[config.mk]
export PLATFORM = sky130hd
export DESIGN_NAME = noc_tx_wreq
export DESIGN_NICKNAME = d
export VERILOG_FILES = /design/src/rtl/noc_pkg.sv /design/src/rtl/noc_word_fifo.sv /design/src/rtl/noc_tx_wreq.sv
export SDC_FILE = /design/constraint.sdc
export NUM_CORES = 1
export LEC_CHECK = 0
export BUFFER_PORTS_ARGS = -buffer_cell sky130_fd_sc_hd__buf_4
export CAP_MARGIN = 20
export CORE_UTILIZATION = 50
export CTS_CLUSTER_SIZE = 25
export DETAILED_ROUTE_END_ITERATION = 8
export GPL_ROUTABILITY_DRIVEN = 0
export PLACE_DENSITY = 0.68
export RECOVER_POWER = 25
export SLEW_MARGIN = 20
export SYNTH_ARGS = -nofsm -noshare
export SYNTH_HDL_FRONTEND = slang
export SYNTH_SLANG_ARGS = --single-unit
[constraint.sdc]
create_clock -name clk -period 4.1 [get_ports clk]
set_input_delay 1.025 -clock clk [delete_from_list [all_inputs] [get_ports clk]]
set_output_delay 1.025 -clock clk [all_outputs]
set_load 0.01 [all_outputs]
[src/rtl/noc_pkg.sv]
// Shared definitions for the NOC write-request transmit path: header field
// layout, command codes, idle byte and the serializer state encoding.
package noc_pkg;

    localparam logic [2:0] CMD_WREQ = 3'b010;

    // Header byte layout: {alen[7:6], dlen[5:3], cmd[2:0]}
    localparam int unsigned HDR_CMD_LSB  = 0;
    localparam int unsigned HDR_DLEN_LSB = 3;
    localparam int unsigned HDR_ALEN_LSB = 6;

    localparam logic [1:0] HDR_ALEN_1B = 2'b00;
    localparam logic [2:0] HDR_DLEN_8B = 3'b011;

    localparam logic [7:0] IDLE_BYTE  = 8'h00;
    localparam int unsigned DATA_BYTES = 8;

    typedef enum logic [2:0] {
        ST_IDLE,
        ST_HDR,
        ST_DID,
        ST_SID,
        ST_ADDR,
        ST_DATA
    } state_t;

    function automatic logic [7:0] make_hdr(input logic [1:0] alen,
                                            input logic [2:0] dlen,
                                            input logic [2:0] cmd);
        logic [7:0] h;
        h = '0;
        h[HDR_ALEN_LSB +: 2] = alen;
        h[HDR_DLEN_LSB +: 3] = dlen;
        h[HDR_CMD_LSB  +: 3] = cmd;
        return h;
    endfunction

endpackage

[src/rtl/noc_word_fifo.sv]
// Word buffer between the perm core and the packet serializer. Head entry is
// presented combinationally and only advances on pop. A push while full is
// accepted only when a pop frees the slot on the same edge.
module noc_word_fifo #(
    parameter int unsigned WIDTH = 65,
    parameter int unsigned DEPTH = 4
) (
    input  logic                       clk,
    input  logic                       rst,
    input  logic                       push_i,
    input  logic [WIDTH-1:0]           din_i,
    input  logic                       pop_i,
    output logic [WIDTH-1:0]           dout_o,
    output logic                       full_o,
    output logic                       empty_o,
    output logic [$clog2(DEPTH):0]     count_o
);

    localparam int unsigned AW = $clog2(DEPTH);

    logic [WIDTH-1:0] mem_q [DEPTH];
    logic [AW-1:0]    wr_ptr_q;
    logic [AW-1:0]    rd_ptr_q;
    logic [AW:0]      count_q;
    logic             wr_en;
    logic             rd_en;

    assign full_o  = (count_q == (AW+1)'(DEPTH));
    assign empty_o = (count_q == '0);
    assign count_o = count_q;
    assign dout_o  = mem_q[rd_ptr_q];

    assign rd_en = pop_i & ~empty_o;
    assign wr_en = push_i & (~full_o | rd_en);

    // Storage array write port; contents need no reset.
    always_ff @(posedge clk) begin
        if (wr_en) begin
            mem_q[wr_ptr_q] <= din_i;
        end
    end

    // Pointer and occupancy tracking.
    always_ff @(posedge clk or posedge rst) begin
        if (rst) begin
            wr_ptr_q <= '0;
            rd_ptr_q <= '0;
            count_q  <= '0;
        end else begin
            if (wr_en) wr_ptr_q <= wr_ptr_q + 1'b1;
            if (rd_en) rd_ptr_q <= rd_ptr_q + 1'b1;
            case ({wr_en, rd_en})
                2'b10:   count_q <= count_q + 1'b1;
                2'b01:   count_q <= count_q - 1'b1;
                default: count_q <= count_q;
            endcase
        end
    end

endmodule

[src/rtl/noc_tx_wreq.sv]
// Packs 64-bit perm-core result words into 12-byte NOC write-request packets
// (HDR, DID, SID, ADDR, D0..D7) and streams them a byte per cycle.
module noc_tx_wreq #(
    parameter logic [7:0]  DEST_ID    = 8'h00,
    parameter logic [7:0]  SRC_ID     = 8'h01,
    parameter int unsigned FIFO_DEPTH = 4
) (
    input  logic        clk,
    input  logic        rst,
    input  logic        pushout,
    input  logic        firstout,
    input  logic [63:0] dout,
    output logic        stopout,
    output logic        noc_from_dev_ctl,
    output logic [7:0]  noc_from_dev_data
);

    import noc_pkg::*;

    localparam int unsigned CW       = $clog2(FIFO_DEPTH) + 1;
    localparam logic [7:0]  HDR_BYTE = make_hdr(HDR_ALEN_1B, HDR_DLEN_8B, CMD_WREQ);

    state_t        state_q, state_d;
    logic [2:0]    cnt_q, cnt_d;
    logic [7:0]    last_idx_q, last_idx_d;
    logic          ovf_q, ovf_d;
    logic          stopout_q, stopout_d;
    logic          ctl_q, ctl_d;
    logic [7:0]    data_q, data_d;

    logic          pop;
    logic          push_acc;
    logic [64:0]   head;
    logic          full;
    logic          empty;
    logic [CW-1:0] count;
    logic [CW-1:0] count_after;
    logic [7:0]    cur_idx;

    noc_word_fifo #(
        .WIDTH (65),
        .DEPTH (FIFO_DEPTH)
    ) u_fifo (
        .clk     (clk),
        .rst     (rst),
        .push_i  (pushout),
        .din_i   ({firstout, dout}),
        .pop_i   (pop),
        .dout_o  (head),
        .full_o  (full),
        .empty_o (empty),
        .count_o (count)
    );

    assign push_acc    = pushout & (~full | pop);
    assign count_after = count + CW'(push_acc) - CW'(pop);
    assign cur_idx     = head[64] ? 8'h00 : last_idx_q + 8'h01;

    // Serializer next-state: walk the packet fields, pop the head on D7.
    always_comb begin
        state_d = state_q;
        cnt_d   = cnt_q;
        pop     = 1'b0;
        unique case (state_q)
            ST_IDLE: if (!empty) state_d = ST_HDR;
            ST_HDR:  state_d = ST_DID;
            ST_DID:  state_d = ST_SID;
            ST_SID:  state_d = ST_ADDR;
            ST_ADDR: begin
                state_d = ST_DATA;
                cnt_d   = '0;
            end
            ST_DATA: begin
                cnt_d = cnt_q + 3'd1;
                if (cnt_q == 3'(DATA_BYTES - 1)) begin
                    pop = 1'b1;
                    // A word arriving on the pop edge also keeps the stream going.
                    state_d = (count > CW'(1) || push_acc) ? ST_HDR : ST_IDLE;
                end
            end
            default: state_d = ST_IDLE;
        endcase
    end

    // Output byte for the upcoming state, plus index, overflow and back-pressure.
    always_comb begin
        ctl_d      = 1'b1;
        data_d     = IDLE_BYTE;
        last_idx_d = pop ? cur_idx : last_idx_q;
        ovf_d      = ovf_q | (pushout & ~push_acc);
        stopout_d  = (count_after >= CW'(FIFO_DEPTH - 1));
        unique case (state_d)
            ST_HDR: begin
                ctl_d  = 1'b1;
                data_d = HDR_BYTE;
            end
            ST_DID: begin
                ctl_d  = 1'b0;
                data_d = DEST_ID;
            end
            ST_SID: begin
                ctl_d  = 1'b0;
                data_d = SRC_ID;
            end
            ST_ADDR: begin
                ctl_d  = 1'b0;
                data_d = cur_idx;
            end
            ST_DATA: begin
                ctl_d  = 1'b0;
                data_d = head[{cnt_d, 3'b000} +: 8];
            end
            default: begin
                ctl_d  = 1'b1;
                data_d = IDLE_BYTE;
            end
        endcase
    end

    // State and registered outputs.
    always_ff @(posedge clk or posedge rst) begin
        if (rst) begin
            state_q    <= ST_IDLE;
            cnt_q      <= '0;
            last_idx_q <= '0;
            ovf_q      <= 1'b0;
            stopout_q  <= 1'b0;
            ctl_q      <= 1'b1;
            data_q     <= IDLE_BYTE;
        end else begin
            state_q    <= state_d;
            cnt_q      <= cnt_d;
            last_idx_q <= last_idx_d;
            ovf_q      <= ovf_d;
            stopout_q  <= stopout_d;
            ctl_q      <= ctl_d;
            data_q     <= data_d;
        end
    end

    assign stopout           = stopout_q;
    assign noc_from_dev_ctl  = ctl_q;
    assign noc_from_dev_data = data_q;

endmodule

==> summary.md <==
| Metric | Value |
|---|---|
| Status | `complete, no violations` |
| Postcts setup bufs | `0` |
| GRT overflow | `0` |
| Final Non-Filler Cells | `1018` |
| Vias/cell | `5.74` |
| Synth Cell Area | `11700 µm²` |
| Drt first pass iters | `5` |
| Most frequent cells in the layout | `edfxtp_1 (260), mux4_2 (62), clkbuf_1 (48)` |
| Setup_tns | `0 ns` |
| Cts-stage hold buffer count | `0` |
| Crit start category | `register` |
| Initial Utilization | `0.514` |
| Sink Count | `291` |
| Top_reg_cell synth | `edfxtp_1` |
| Final WL | `23000 µm` |
| Syn_nets | `669` |
| DIE HEIGHT | `155 µm` |
| Worst Max-Slew Pin Slew | `0.902 ns` |
| First-pass GRT wire length | `35700 µm` |
| EDFF count, synth | `260` |
| Resized Gates After CTS | `0` |
| Placed cell count | `964` |
| Gate Count Post-Synth | `584` |
| H-tree lvl count | `1` |
| Die X | `155 µm` |
| Ant diodes | `0` |
| Hold Path Class | `reg2reg` |
| Placed cell area | `12700 µm²` |
| Hold_ws | `0.507 ns` |
| Area leader, netlist | `edfxtp_1` |
| CTS Root Cell | `clkbuf_16` |
| Synthesis-stage register bit count | `291` |
| Synthesized area per cell | `20.1 µm²` |
| Slew Limit Fails | `0` |
| CTS tree | `built` |
| LEAKAGE | `4.63 nW` |
| Total power | `0.00895 W` |
| # rows | `55` |
| CP Data Required Time | `4.35 ns` |
| Vias in the first global route | `6158` |
| Top cells by area, synth | `edfxtp_1 (66%), mux4_2 (12%), dfrtp_1 (6.4%)` |
| Final Hold Vio Count | `0` |
| Yosys warnings | `0` |
| Area delta synth->final | `15.4%` |
| DR vias | `5847` |
| GRT Total Usage | `0.198` |
| Clk pin slew, worst setup/hold paths | `0.06 ns` |
| Post-synthesis sequential area ratio | `0.731` |
| Crit path DAT | `3.53 ns` |
| Clk_lat worst skew | `0.55 ns` |
| Layout fillers | `1733` |
| Maximum clock rate | `305 MHz` |
| Maximum root-to-sink buffer count | `3` |
| Routed WL per cell | `22.6 µm` |
| Critical path class | `reg2reg` |
| Number of nets still failing antenna checks after routing | `0` |
| Crit-path max FO | `23` |
| Initial DRC Count | `523` |
| Number of I/O port buffers | `77` |
| Hpwl dp | `14800 µm` |
| Distinct cells, synth | `58` |
| # IOs | `78` |
| NumNets Final | `768` |
| Leading cell type in the layout, fill and taps excluded | `edfxtp_1` |
| Largest net degree at the start of global routing | `66` |
| Fin Clk Skew | `0.0211 ns` |
| Post-route cell area | `13600 µm²` |
| Final worst path period share | `0.801` |
| VDD IR max | `0.000351 V` |
| Final min period | `3.28 ns` |
| Rel. slew slack | `0.399` |
| Share of cells above drive strength 1 | `0.257` |
| Share of the synthesized area in the top cell type | `0.665` |
| RSZ-0062 raised after global routing | `no` |
| CTS Buf Count | `30` |
| Power per cell area | `660 nW/µm²` |
| Critical path capture point type | `register` |
| Initial antenna violation count | `0` |
| Core area | `22800 µm²` |
| Max_cap viols | `0` |
| Die ar. | `24100 µm²` |
| Drt drc | `0` |
| Final setup fails | `0` |
| Post-synth ARST share | `0.107` |
==> cell families after synthesis <==
group,after synthesis,share of synthesized area
flip-flops,291,0.731
AO/OA/AOI/OAI,50,0.0337
XOR/XNOR,13,0.00969
adder cells (fa/ha/maj),17,0.0187
buffers and inverters,42,0.0199
AND/OR/NAND/NOR,76,0.0355
multiplexers,95,0.152
==> area by class of cell <==
cell class                      instances  area, µm²  share of cell area
Clock buffer                           44        863              0.0637
Tap cell                              313        392              0.0289
Sequential cell                       291       8590               0.634
Inverter                               17       63.8             0.00471
Multi-Input combinational cell        251       2940               0.217
Timing Repair Buffer                   92        603              0.0445
Clock inverter                         10        109             0.00803
==> worst max-delay path: stages (launching register included) <==
cell      delay (ns)
dfrtp_1         0.41
ha_1            0.18
ha_1            0.20
nand4b_1        0.45
a31oi_2         0.65
and2_2          0.72
buf_4           0.35
==> per-layer routing <==
metal  share of wire  track usage
met1            0.43        0.274
met2            0.50        0.332
met3           0.061       0.0331
met4           0.016       0.0500
met5               0            0
==> through the flow <==
step                      setup WS (ns)   util
after floorplan                   0.705      -
after global placement            0.950  0.557
after detailed placement          0.845  0.557
after CTS                         0.816  0.600
after global routing              0.511  0.593
final                             0.818  0.593
==> cell usage after synthesis, types with 6 or more instances <==
library cell,number
and2_1,6
buf_2,9
dfrtp_1,30
edfxtp_1,260
ha_1,16
inv_1,15
mux2_2,7
mux2i_1,23
mux4_2,62
nand2_1,21
nand3_1,11
nor2_1,12
o21ai_0,12
xnor2_1,9
==> worst paths after layout <==
kind | from | endpoint | slack [ns] | cells after the start
max | cnt_q[1]$_DFF_PP0_ | u_fifo.mem_q[2][2]$_DFFE_PP_ | 0.82 | 6
min | last_idx_q[7]$_DFFE_PP0N_ | last_idx_q[7]$_DFFE_PP0N_ | 0.51 | 2
max reg2reg | cnt_q[1]$_DFF_PP0_ | u_fifo.mem_q[2][2]$_DFFE_PP_ | 0.82 | 6
min reg2reg | last_idx_q[7]$_DFFE_PP0N_ | last_idx_q[7]$_DFFE_PP0N_ | 0.51 | 2
max in group asynchronous | rst | u_fifo.rd_ptr_q[0]$_DFFE_PP0P_ | 3.20 | 3
min in group asynchronous | rst | noc_from_dev_data[5]$_DFF_PP0_ | 0.56 | 3
==> flip-flops by register name, indices dropped and copies added (netlist names) <==
| register | cells |
|---|---|
| cnt_q | 3 |
| last_idx_q | 8 |
| noc_from_dev_ctl | 1 |
| noc_from_dev_data | 8 |
| state_q | 3 |
| stopout | 1 |
| u_fifo.count_o | 3 |
| u_fifo.mem_q | 260 |
| u_fifo.rd_ptr_q | 2 |
| u_fifo.wr_ptr_q | 2 |
==> power by group <==
group          internal (W)  total (W)  switching, W
logic              0.000966    0.00212       0.00116
registers           0.00390    0.00420      0.000298
clock network       0.00157    0.00263       0.00106
total               0.00644    0.00895       0.00251
Power figures use the tool's default switching activity.
